--- config.mk ---
export PLATFORM = sky130hd
export DESIGN_NAME = sha_msg_padder_flat
export DESIGN_NICKNAME = d
export VERILOG_FILES = /design/src/rtl/sha_pkg.sv /design/src/rtl/sha_msg_padder_if.sv /design/src/rtl/sha_msg_padder.sv /design/src/flat_wrapper.sv
export SDC_FILE = /design/constraint.sdc
export NUM_CORES = 1
export LEC_CHECK = 0
export CELL_PAD_IN_SITES_DETAIL_PLACEMENT = 0
export CELL_PAD_IN_SITES_GLOBAL_PLACEMENT = 1
export CORE_MARGIN = 1
export CORE_UTILIZATION = 38
export CTS_CLUSTER_DIAMETER = 100
export DETAILED_ROUTE_END_ITERATION = 8
export PLACE_DENSITY_LB_ADDON = 0.1
export SYNTH_ARGS = -nofsm -noshare
export SYNTH_HDL_FRONTEND = slang
export SYNTH_SLANG_ARGS = --single-unit
--- constraint.sdc ---
create_clock -name clk -period 4.05 [get_ports clk]
set_clock_uncertainty 0.1 [all_clocks]
set_input_delay 0.6075 -clock clk [delete_from_list [all_inputs] [get_ports clk]]
set_output_delay 0.6075 -clock clk [all_outputs]
set_load 0.005 [all_outputs]
--- src/rtl/sha_pkg.sv ---
// Shared constants, state type and byte-placement helpers for the SHA message padder.
package sha_pkg;

  localparam int BLOCK_W         = 512;
  localparam int LEN_W           = 64;
  localparam int BYTES_PER_BLOCK = 64;
  localparam int LEN_OFFSET      = 56;
  localparam logic [7:0] PAD_BYTE = 8'h80;

  typedef enum logic [2:0] {
    FILL,
    OUT_DATA,
    OUT_PEND,
    OUT_LEN,
    OUT_FINAL
  } padder_state_e;

  // Write one byte into a block at byte index idx; byte 0 is the most significant byte.
  function automatic logic [BLOCK_W-1:0] put_byte(input logic [BLOCK_W-1:0] blk,
                                                   input logic [5:0]         idx,
                                                   input logic [7:0]         val);
    logic [BLOCK_W-1:0] r;
    r = blk;
    r[BLOCK_W-1-8*int'(idx) -: 8] = val;
    return r;
  endfunction

  // Message length in bits as the 64-bit big-endian trailer of the last block.
  function automatic logic [LEN_W-1:0] len_field(input logic [31:0] len_bytes);
    return {29'b0, len_bytes, 3'b000};
  endfunction

endpackage

--- src/rtl/sha_msg_padder_if.sv ---
// Byte-in / block-out bundle between a byte source, the padder and a SHA core.
// Handshake: a transfer happens on a rising clk edge where valid && ready are both 1;
// the sender holds data/last stable while valid=1 and ready=0, the receiver may
// change ready freely, and valid never waits on ready.
interface sha_msg_padder_if;
  import sha_pkg::*;

  logic [7:0]         in_byte;
  logic               in_valid;
  logic               in_last;
  logic               in_ready;
  logic [BLOCK_W-1:0] out_block;
  logic               out_valid;
  logic               out_last;
  logic               out_ready;
  padder_state_e      state;

  // Byte source and block sink side.
  modport master (
    output in_byte, in_valid, in_last, out_ready,
    input  in_ready, out_block, out_valid, out_last, state
  );

  // Padder side.
  modport slave (
    input  in_byte, in_valid, in_last, out_ready,
    output in_ready, out_block, out_valid, out_last, state
  );
endinterface

--- src/rtl/sha_msg_padder.sv ---
// SHA message padder: packs bytes into 512-bit blocks, appends the 0x80 marker,
// zero fill and the 64-bit bit-length trailer, and emits the blocks in order.
module sha_msg_padder
  import sha_pkg::*;
(
  input  logic             clk,
  input  logic             rst,
  sha_msg_padder_if.slave  bus
);

  localparam logic [6:0] BLOCK_BYTES = 7'(BYTES_PER_BLOCK);
  localparam logic [6:0] LAST_INLINE = 7'(LEN_OFFSET - 1);

  padder_state_e      state_q, state_d;
  logic [BLOCK_W-1:0] blk_q, blk_d;
  logic [6:0]         idx_q, idx_d;
  logic [31:0]        len_q, len_d;
  logic               last_q, last_d;
  logic               defer_q, defer_d;

  logic [6:0]         idx_inc;
  logic [31:0]        len_inc;

  // Input is only taken while filling and output only offered while emitting,
  // so the two sides can never transfer in the same cycle.
  assign bus.in_ready  = (state_q == FILL);
  assign bus.out_valid = (state_q != FILL);
  assign bus.out_block = blk_q;
  assign bus.out_last  = last_q;
  assign bus.state     = state_q;

  assign idx_inc = idx_q + 7'd1;
  assign len_inc = len_q + 32'd1;

  // Next-state logic: byte packing, padding decisions and block hand-off.
  always_comb begin
    state_d = state_q;
    blk_d   = blk_q;
    idx_d   = idx_q;
    len_d   = len_q;
    last_d  = last_q;
    defer_d = defer_q;
    case (state_q)
      FILL: begin
        if (bus.in_valid) begin
          blk_d = put_byte(blk_q, idx_q[5:0], bus.in_byte);
          idx_d = idx_inc;
          len_d = len_inc;
          if (!bus.in_last) begin
            if (idx_inc == BLOCK_BYTES) begin
              state_d = OUT_DATA;
              last_d  = 1'b0;
            end
          end else if (idx_inc <= LAST_INLINE) begin
            // Marker and trailer both fit: this is the only block left.
            blk_d        = put_byte(blk_d, idx_inc[5:0], PAD_BYTE);
            blk_d[63:0]  = len_field(len_inc);
            state_d      = OUT_FINAL;
            last_d       = 1'b1;
          end else if (idx_inc < BLOCK_BYTES) begin
            // Marker fits but the trailer needs one more block.
            blk_d   = put_byte(blk_d, idx_inc[5:0], PAD_BYTE);
            state_d = OUT_PEND;
            last_d  = 1'b0;
            defer_d = 1'b0;
          end else begin
            // Block is full of data; the marker moves to the next block.
            state_d = OUT_PEND;
            last_d  = 1'b0;
            defer_d = 1'b1;
          end
        end
      end
      OUT_DATA: begin
        if (bus.out_ready) begin
          state_d = FILL;
          blk_d   = '0;
          idx_d   = '0;
        end
      end
      OUT_PEND: begin
        if (bus.out_ready) begin
          blk_d = '0;
          if (defer_q) begin
            blk_d[BLOCK_W-1 -: 8] = PAD_BYTE;
          end
          blk_d[63:0] = len_field(len_q);
          state_d     = OUT_LEN;
          last_d      = 1'b1;
          defer_d     = 1'b0;
        end
      end
      OUT_LEN, OUT_FINAL: begin
        if (bus.out_ready) begin
          state_d = FILL;
          blk_d   = '0;
          idx_d   = '0;
          len_d   = '0;
          last_d  = 1'b0;
        end
      end
      default: begin
        state_d = FILL;
        blk_d   = '0;
        idx_d   = '0;
        len_d   = '0;
        last_d  = 1'b0;
        defer_d = 1'b0;
      end
    endcase
  end

  // State registers; reset discards any partial message.
  always_ff @(posedge clk) begin
    if (rst) begin
      state_q <= FILL;
      blk_q   <= '0;
      idx_q   <= '0;
      len_q   <= '0;
      last_q  <= 1'b0;
      defer_q <= 1'b0;
    end else begin
      state_q <= state_d;
      blk_q   <= blk_d;
      idx_q   <= idx_d;
      len_q   <= len_d;
      last_q  <= last_d;
      defer_q <= defer_d;
    end
  end

endmodule

--- src/flat_wrapper.sv ---
// flat-port wrapper written by rule: the top's interface ports become plain ports
module sha_msg_padder_flat import sha_pkg::*;
  (clk, rst, bus_in_byte, bus_in_valid, bus_in_last, bus_out_ready, bus_in_ready, bus_out_block, bus_out_valid, bus_out_last, bus_state);
  sha_msg_padder_if bus_i ();
  input  logic clk;
  input  logic rst;
  input wire logic [$bits(bus_i.in_byte)-1:0] bus_in_byte;
  input wire logic [$bits(bus_i.in_valid)-1:0] bus_in_valid;
  input wire logic [$bits(bus_i.in_last)-1:0] bus_in_last;
  input wire logic [$bits(bus_i.out_ready)-1:0] bus_out_ready;
  output wire logic [$bits(bus_i.in_ready)-1:0] bus_in_ready;
  output wire logic [$bits(bus_i.out_block)-1:0] bus_out_block;
  output wire logic [$bits(bus_i.out_valid)-1:0] bus_out_valid;
  output wire logic [$bits(bus_i.out_last)-1:0] bus_out_last;
  output wire logic [$bits(bus_i.state)-1:0] bus_state;
  assign bus_i.in_byte = bus_in_byte;
  assign bus_i.in_valid = bus_in_valid;
  assign bus_i.in_last = bus_in_last;
  assign bus_i.out_ready = bus_out_ready;
  assign bus_in_ready = bus_i.in_ready;
  assign bus_out_block = bus_i.out_block;
  assign bus_out_valid = bus_i.out_valid;
  assign bus_out_last = bus_i.out_last;
  assign bus_state = bus_i.state;
  sha_msg_padder u_core (.clk(clk), .rst(rst), .bus(bus_i));
endmodule
== Yosys cells after proc, flatten, opt, wreduce, memory -nomap -nowiden ==
Index checks and enable logic that the tools add are counted.

* Register bits after elaboration: 556
* Bits of input ports: 13

* Add/subtract/negate cells: 6
* Order comparisons: 2
* Eq/ne operators: 12
* Shift-type cells: 4
* Muxes and demuxes: 35
* Bitwise gates (word level): 4
* Reductions and logical operators: 11

{| class="wikitable"
|+ Operator list
! operator !! count
|-
| 2-to-1 mux 512 bit || 6
|-
| case mux 512 bit (3 select lines) || 1
|-
| variable shift 8 x 33 -> 519 bit, first input constant || 2
|-
| bitwise mux 512 bit || 2
|-
| variable part select 8 x 33 -> 519 bit || 1
|-
| variable part select 8 x 33 -> 519 bit, first input constant || 1
|-
| case mux 32 bit (3 select lines) || 1
|-
| negator 32 -> 33 bit || 2
|-
| 2-to-1 mux 32 bit || 2
|-
| adder 32 x 1 -> 32 bit, second input constant || 1
|-
| case mux 7 bit (3 select lines) || 1
|-
| subtractor 9 x 9 -> 10 bit, first input constant || 2
|-
| 2-to-1 mux 3 bit || 6
|-
| 2-to-1 mux 7 bit || 2
|-
| 2-to-1 mux 1 bit || 10
|-
| != test 2 bit, second input constant || 5
|-
| AND reduction 5 bit || 2
|-
| case mux 3 bit (3 select lines) || 1
|-
| AND reduction 3 bit || 3
|-
| 2-to-1 mux 8 bit || 1
|-
| adder 7 x 1 -> 7 bit, second input constant || 1
|-
| equality test 7 bit, second input constant || 1
|-
| <= comparator 7 x 6 -> 1 bit, second input constant || 1
|-
| less-than comparator 7 bit, second input constant || 1
|-
| 13 further kinds || 18
|}

== Longest topological paths before layout ==
Gate-level depths: netlist (run 1).

* Depth after elaboration: 10
* Mapped depth: 13
* Mapped depth without buffers: 9

== Worst setup path before layout (run 1) ==
OpenSTA, ideal clock, no wires.

* Kind: register to register
* From: reg u_core.idx_q[0]
* To: reg u_core.blk_q[34] (netlist: u_core.bus.out_block[34])
* Library setup time: 0.134 ns
* Arrival time: 2.586 ns
* Data required time: 3.816 ns
* Path slack: 1.230 ns
* Stages on the path, launching flop included: 11
* Period minus slack after synthesis: 2.820 ns
* Path through: dfxtp_1 buf_2 clkinv_1 ha_1 nor3b_1 o21ai_0 a31oi_1 a211oi_2 nor2_2 and4_1 or4_1

* Cells in the longest elaborated chain, start to end: 10
* Elaborated cells between the ends (all ways): 18

{| class="wikitable"
|+ RTL lines
! what !! RTL line !! RTL
|-
| start, declared || sha_msg_padder.sv:16 || <nowiki>logic [6:0] idx_q, idx_d;</nowiki>
|-
| start signal, assigned || sha_msg_padder.sv:125 || <nowiki>idx_q <= idx_d;</nowiki>
|-
| adder 7 x 1 -> 7 bit / subtractor 9 x 9 -> 10 bit (equally long branches) || sha_msg_padder.sv:32, sha_pkg.sv:24 ||
|-
| subtractor 9 x 9 -> 10 bit / negator 32 -> 33 bit (equally long branches) || sha_pkg.sv:24 || <nowiki>r[BLOCK_W-1-8*int'(idx) -: 8] = val;</nowiki>
|-
| negator 32 -> 33 bit, or another cell as far along || sha_pkg.sv:24 ||
|-
| variable part select 8 x 33 -> 519 bit, or another cell as far along || sha_pkg.sv:24 ||
|-
| bitwise mux 512 bit || sha_pkg.sv:24 ||
|-
| 2-to-1 mux 512 bit || sha_msg_padder.sv:60 || <nowiki>end else if (idx_inc < BLOCK_BYTES) begin</nowiki>
|-
| 2-to-1 mux 512 bit || sha_msg_padder.sv:54 || <nowiki>end else if (idx_inc <= LAST_INLINE) begin</nowiki>
|-
| 2-to-1 mux 512 bit (*) || sha_msg_padder.sv:49 || <nowiki>if (!bus.in_last) begin</nowiki>
|-
| 2-to-1 mux 512 bit (*) || sha_msg_padder.sv:45 || <nowiki>if (bus.in_valid) begin</nowiki>
|-
| case mux 512 bit (3 select lines) (*) || sha_msg_padder.sv:43 || <nowiki>case (state_q)</nowiki>
|-
| end signal, assigned || sha_msg_padder.sv:124 || <nowiki>blk_q <= blk_d;</nowiki>
|-
| end, declared || sha_msg_padder.sv:15 || <nowiki>logic [BLOCK_W-1:0] blk_q, blk_d;</nowiki>
|}

Every way passes the cells marked *; elsewhere a longest branch is shown, timed or not. The select of a mux whose other input is x is not followed.
A chain may end at the register's enable or synchronous reset.

== Final worst setup path (run 1) ==
* From: reg u_core.idx_q[0]
* To: reg u_core.blk_q[15] (netlist: u_core.bus.out_block[15])

The elaborated chain is that of the path after synthesis.

==> run metrics, run 1 <==
Worst Path Max Fanout=33; Distinct cells, synth=between 70 and 80; FF-to-FF End=u_core.bus.out_block[15]; # H-tree levels=2; Worst-Margin Slew=between 1 and 1.5 ns; Hold Vio Cnt, Final=0; Core Footprint=around 62000 sq um; row count=slightly above 90; hold crit path type=input pin to register; antenna violation net count after detailed routing=0; Worst IR Drop VDD=between 0.3 and 0.4 mV; Avg Inst Size Synth=8.74 sq um; Worst Path Required=between 4 and 5 ns; drc violations=0; CP max stage delay=around 0.5 ns; post-DR vias/cell=slightly above 6; Post-synth top flop=dfxtp_1; largest net degree at the start of global routing=80; Worst R2R Path Depth=12; CTS hold repair buffers=0; Reg-to-Reg Start=u_core.idx_q[0]; static leakage=approximately 0.011 uW; Seq cells post-synth=556; Max Slew Vio Count=0; Final setup viols=0; fin cells=~4.1k; clock latency on the worst-skew pair=0.63 ns; vias in the first global route=23.8k; commonest non-fill, non-tap cell in the layout=dfxtp_1; TritonCTS clock tree=built; CTS resizes=0; die width=about 250 um; Final Wtd Congestion=approximately 1; most used cell, CP=buf_4; syn_nets=2762; CP Capture Type=register; DP HPWL=roughly 84000 um; post-CTS setup-driven buffer insertion count=0; iteration count of the initial detailed-routing pass=6; dpl cells=4025; Initial Util=between 30 and 40%; maxcap violations=0; die footprint=64100 sq um; Nets=between 3k and 4k; clk buf depth=3; first-pass GRT wire length=about 170000 um; Cells after Synth=2743; worst hold slack=~0.26 ns; clk sink count=between 500 and 600; root buffer cell=clkbuf_16; Seq/Total Area, Yosys=46.4%; startpoint class of the critical path=register; RSZ-0062 raised after global routing=false; Power Dens Cells=between 400 and 500 nW/um^2; min Tclk post-route=between 3 and 4 ns; Fmax achieved=roughly 270 MHz; Post-Syn Area=roughly 24000 sq um; yosys warns=0; Die Height=253 um; via count=roughly 25k; ratio of cells with drive above 1 in the final layout=a little under a tenth; Worst-path clk slew=roughly 0.070 ns; Initial DRC Count=between 2k and 3k; Crit Path Class=register to register; outcome=finished clean; crit share post-route=between 90% and 100%; relative slew slack=approximately a third; total gr overflow=0; wire length per cell=27.8 um; CP startpoint=u_core.idx_q[0]; Num CTS Buffers=just under 60; flop-to-flop setup slack=about 0.29 ns; initial antenna violation count=3; Post-synth EDFFs=0; WL final=115000 um; GRT Overall Usage=between 30% and 40%; ys async rst share=0%; setup TNS=0 ns; most frequent cells in the layout=dfxtp_1 (556), clkdlybuf4s50_1 (529), nor2_1 (298); CP Data Arrival Time=4.15 ns; num ports=about 530; Worst Setup EP=u_core.bus.out_block[15]; CP Cell Sequence=clkinv_1, ha_1, buf_4, nand4bb_1, o31ai_1, a31oi_1, a211oi_4, buf_12, buf_4, a31o_2, a221oi_1, o22ai_1; PortBufs=530; area delta synth->final=36.1%; CP max-delay cell=dfxtp_1
[worst max-delay path: cells and delay by family, from the launching register on]
kind            cells  cell delay [ns]
flops               1             0.50
compound gates      6             1.34
simple gates        1             0.13
buf+inv             4             1.12
fa+ha+maj           1             0.41
[Yosys cell counts, drive strengths merged (6+ instances only)]
cell type	instances	area [sq um]
nand4	20	125
a22o	133	1160
buf	67	354
a31o	6	52.6
a22oi	23	173
o211ai	13	97.6
o221a	11	124
and2	39	244
mux2i	20	200
a21o	17	128
a211oi	26	218
a32oi	26	228
nand3	105	546
o22ai	13	81.3
clkbuf	148	556
a311o	8	80.1
a311oi	11	96.3
nand3b	9	67.6
nor3	81	425
o21ai	163	838
a221oi	13	114
inv	9	33.8
nor2	306	1170
ha	6	75.1
xnor2	18	165
and3	35	219
a32o	30	300
a21oi	241	1260
o2bb2ai	171	1500
dfxtp	556	11100
or3	21	131
xor2	14	123
a31oi	48	313
nor2b	21	131
nand2	250	941
nor4	10	87.6
[worst min-delay path by stage]
stage / start / endpoint / slack (ns) / cells after the start
4_1_cts: rst / u_core.bus.out_block[454] / 0.24 / 2
2_1_floorplan: u_core.bus.out_block[442] / u_core.bus.out_block[442] / 0.35 / 1
5_1_grt: rst / u_core.bus.out_block[167] / 0.27 / 2
3_5_place_dp: u_core.bus.out_block[114] / u_core.bus.out_block[114] / 0.35 / 1
3_3_place_gp: u_core.bus.out_block[281] / u_core.bus.out_block[281] / 0.34 / 1
6_report: rst / u_core.bus.out_block[454] / 0.26 / 2
[cell families after synthesis]
kind of cell	Yosys count	share of synthesized area, %
fa+ha+maj	6	0.313
buf+inv	225	3.95
simple gates	920	17.8
flops	556	46.4
xor+xnor	32	1.20
compound gates	981	29.3
mux	23	0.976
[registers in the layout, summed over array words and instances, names as in the netlist]
register and count:
u_core.len_q 32, u_core.bus.out_last 1, u_core.bus.out_block 512, u_core.defer_q 1, u_core.bus.state 3, u_core.idx_q 7
[cell type report]
class | count | area [sq um]
timing repair buffer | 660 | 6370
sequential | 556 | 11100
clock inverter | 23 | 399
clock buffer | 80 | 1700
antenna | 2 | 5.00
inverter | 10 | 37.5
multi-input combinational | 1962 | 11900
tap | 837 | 1050
fill | 5719 | 29400
[power breakdown]
part           switching, uW  total, uW  internal [uW]
sequential              60.7       5580           5520
clock                   2350       5900           3550
combinational           1190       1640            455
[routing by layer]
layer / track usage (%) / part of all wire [%]
met5: 0.232 / 0.012
met3: 8.26 / 9.9
met2: 54.0 / 45
met4: 14.1 / 4.2
met1: 45.8 / 41
[stage by stage]
step,util (%),cell area (sq um),setup slack [ns],total power (uW)
floorplan,-,24000,1.23,6560
global placement,49.2,30500,0.352,7290
detailed placement,49.2,30500,0.323,7300
CTS,52.6,32600,0.307,13200
global route,52.6,32600,0.0891,13500
finish,52.6,32600,0.288,13100
No activity file was read; power rests on OpenSTA's default activity.
==> run 2, diff against run 1 <==
Settings changed: CORE_UTILIZATION 38 to 39, CTS_BUF_LIST set to sky130_fd_sc_hd__clkbuf_2, MAX_ROUTING_LAYER set to met4, REMOVE_ABC_BUFFERS set to 1.
==> run 2 against run 1 <==
Power is 12% lower; wire length is 0.26% lower; sequential power hardly changed; register-to-register slack better by 0.18 ns; fmax is 5.0% lower; utilization hardly changed; global-route usage is 2.1 points higher; critical path type is now register to output pin.
==> run metrics, run 2 (synthesized netlist as in run 1, its figures left out) <==
most frequent cells in the layout=dfxtp_1 (555), clkdlybuf4s50_1 (529), nor2_1 (298); wire length per cell=27.0 um (-2.8%); # H-tree levels=4 (+2); relative slew slack=14.5% (-18 points); Worst-path clk slew=0.11 ns (+0.04 ns); Register Area=11100 sq um (about the same); crit share post-route=97.7% (+4.9 points); Die Height=250 um (-1.3%); clock latency on the worst-skew pair=1.41 ns (+0.78 ns); commonest non-fill, non-tap cell in the layout=dfxtp_1; Worst IR Drop VDD=0.312 mV (-1.4%); post-layout util=52.6% (about the same); CP Data Arrival Time=3.25 ns (-0.90 ns); Initial DRC Count=2668 (-0.34%); hold crit path type=input pin to register; multi-input logic area=11900 sq um (unchanged); outcome=finished clean; CP startpoint=u_core.bus.state[2]; met3 usage=9.43% (+1.2 points); Power Dens Cells=363 nW/um^2 (-9.9%); root buffer cell=clkbuf_2; total gr overflow=0 (unchanged); clk buf depth=3 (unchanged); Final setup viols=0 (unchanged); via count=25.9k (+2.7%); first-pass GRT wire length=167000 um (+0.70%); ratio of cells with drive above 1 in the final layout=12.6% (+3.2 points); die footprint=62500 sq um (-2.5%); num ports=531 (unchanged); startpoint class of the critical path=register; Reg-to-Reg Start=u_core.idx_q[0]; min-delay src=rst; Worst Path Max Fanout=19 (-42%); Worst Path Required=3.34 ns (-1.10 ns); PortBufs=530 (unchanged); maxcap violations=0 (unchanged); CP Capture Type=output pin; drc violations=0 (unchanged); GRT met1 Usage=46.9% (+1.1 points); vias in the first global route=24.5k (+3.1%); initial antenna violation count=5 (+2); post-DR vias/cell=6.10 (+0.10%); gr busiest metal=met2; clk sink count=556 (unchanged); row count=90 (-1.1%); Worst-Margin Slew=1.27 ns (+0.263 ns); WL final=115000 um (-0.26%); Hold Vio Cnt, Final=0 (unchanged); Final Wtd Congestion=1.00 (+0.43%); filler cell count=5781 (+1.1%); min Tclk post-route=3.96 ns (+0.197 ns); Num CTS Buffers=154 (+160%); Crit Path Class=register to output pin; GRT Overall Usage=36.7% (+2.1 points); Fmax achieved=253 MHz (-5.0%); static leakage=0.0111 uW (about the same); iteration count of the initial detailed-routing pass=8 (+2); dpl cells=3955 (-1.7%); die width=250 um (-1.3%); Nets=3353 (+2.6%); TritonCTS clock tree=built; largest net degree at the start of global routing=125 (+56%); Max Slew Vio Count=0 (unchanged); worst hold slack=0.128 ns (-0.135 ns); fin cells=4238 (+2.6%); Core Footprint=60600 sq um (-2.4%); area delta synth->final=33.0%; antenna violation net count after detailed routing=0 (unchanged); grt met2 use=55.0% (+0.96 points); Initial Util=39.6% (+0.94 points); DP HPWL=82400 um (-2.4%); max reg flops=512 (unchanged); post-CTS setup-driven buffer insertion count=0 (unchanged)
[run 2: area by class of cell]
type,instances,area share (%)
repair buffers,650,19.8
well taps,782,3.07
diodes,11,0.0864
clock inverters,51,1.14
multi-input cells,1962,37.5
inverters,10,0.133
clock buffers,216,3.39
flip-flops and latches,556,34.9
[run 2: worst paths after layout]
check | end | slack (ns) | cells after the start
setup / recovery | bus_in_ready | 0.09 | 4
hold / removal | u_core.bus.out_block[311] | 0.13 | 3
setup reg to reg | u_core.bus.out_block[404] | 0.47 | 8
hold reg to reg | u_core.bus.out_block[356] | 0.37 | 1
[run 2: timing repair]
action	in CTS	in global routing
hold endpoints to repair	242	0
endpoints found under the setup margin	1	0
hold buffers	5	0
resized for setup	3	0
[run 2: layer usage]
metal | vias to the layer above | routed length (um)
li1 | 11500 | -
met1 | 12600 | 48000
met2 | 1477 | 51100
met3 | 277 | 11000
met4 | 0 | 4480
met5 | - | 0
[run 2: stage by stage]
| step | worst slack (ns) | power (uW) | TNS, ns | instance area (sq um) |
|---|---|---|---|---|
| 2_1_floorplan | -4.63 | 6460 | -1186.46 | 23100 |
| 3_3_place_gp | 0.406 | 7310 | 0 | 30300 |
| 3_5_place_dp | 0.356 | 7320 | 0 | 30300 |
| 4_1_cts | -0.0102 | 11600 | -0.0102 | 31800 |
| 5_1_grt | -0.0251 | 12000 | -0.0502 | 31900 |
| 6_report | 0.0911 | 11600 | 0 | 31900 |
[run 2: worst max-delay path, cell delays in order, from the launching register on]
cell and delay, ns:
dfxtp_1 0.31, buf_4 0.19, or3_2 0.57, inv_6 0.25, clkdlybuf4s50_1 0.58
[run 2: power breakdown]
part,total [uW],switching (uW),internal [uW]
Combinational,1690,1220,463
Clock,4310,2530,1770
Sequential,5570,52.6,5520
Total,11600,3810,7750
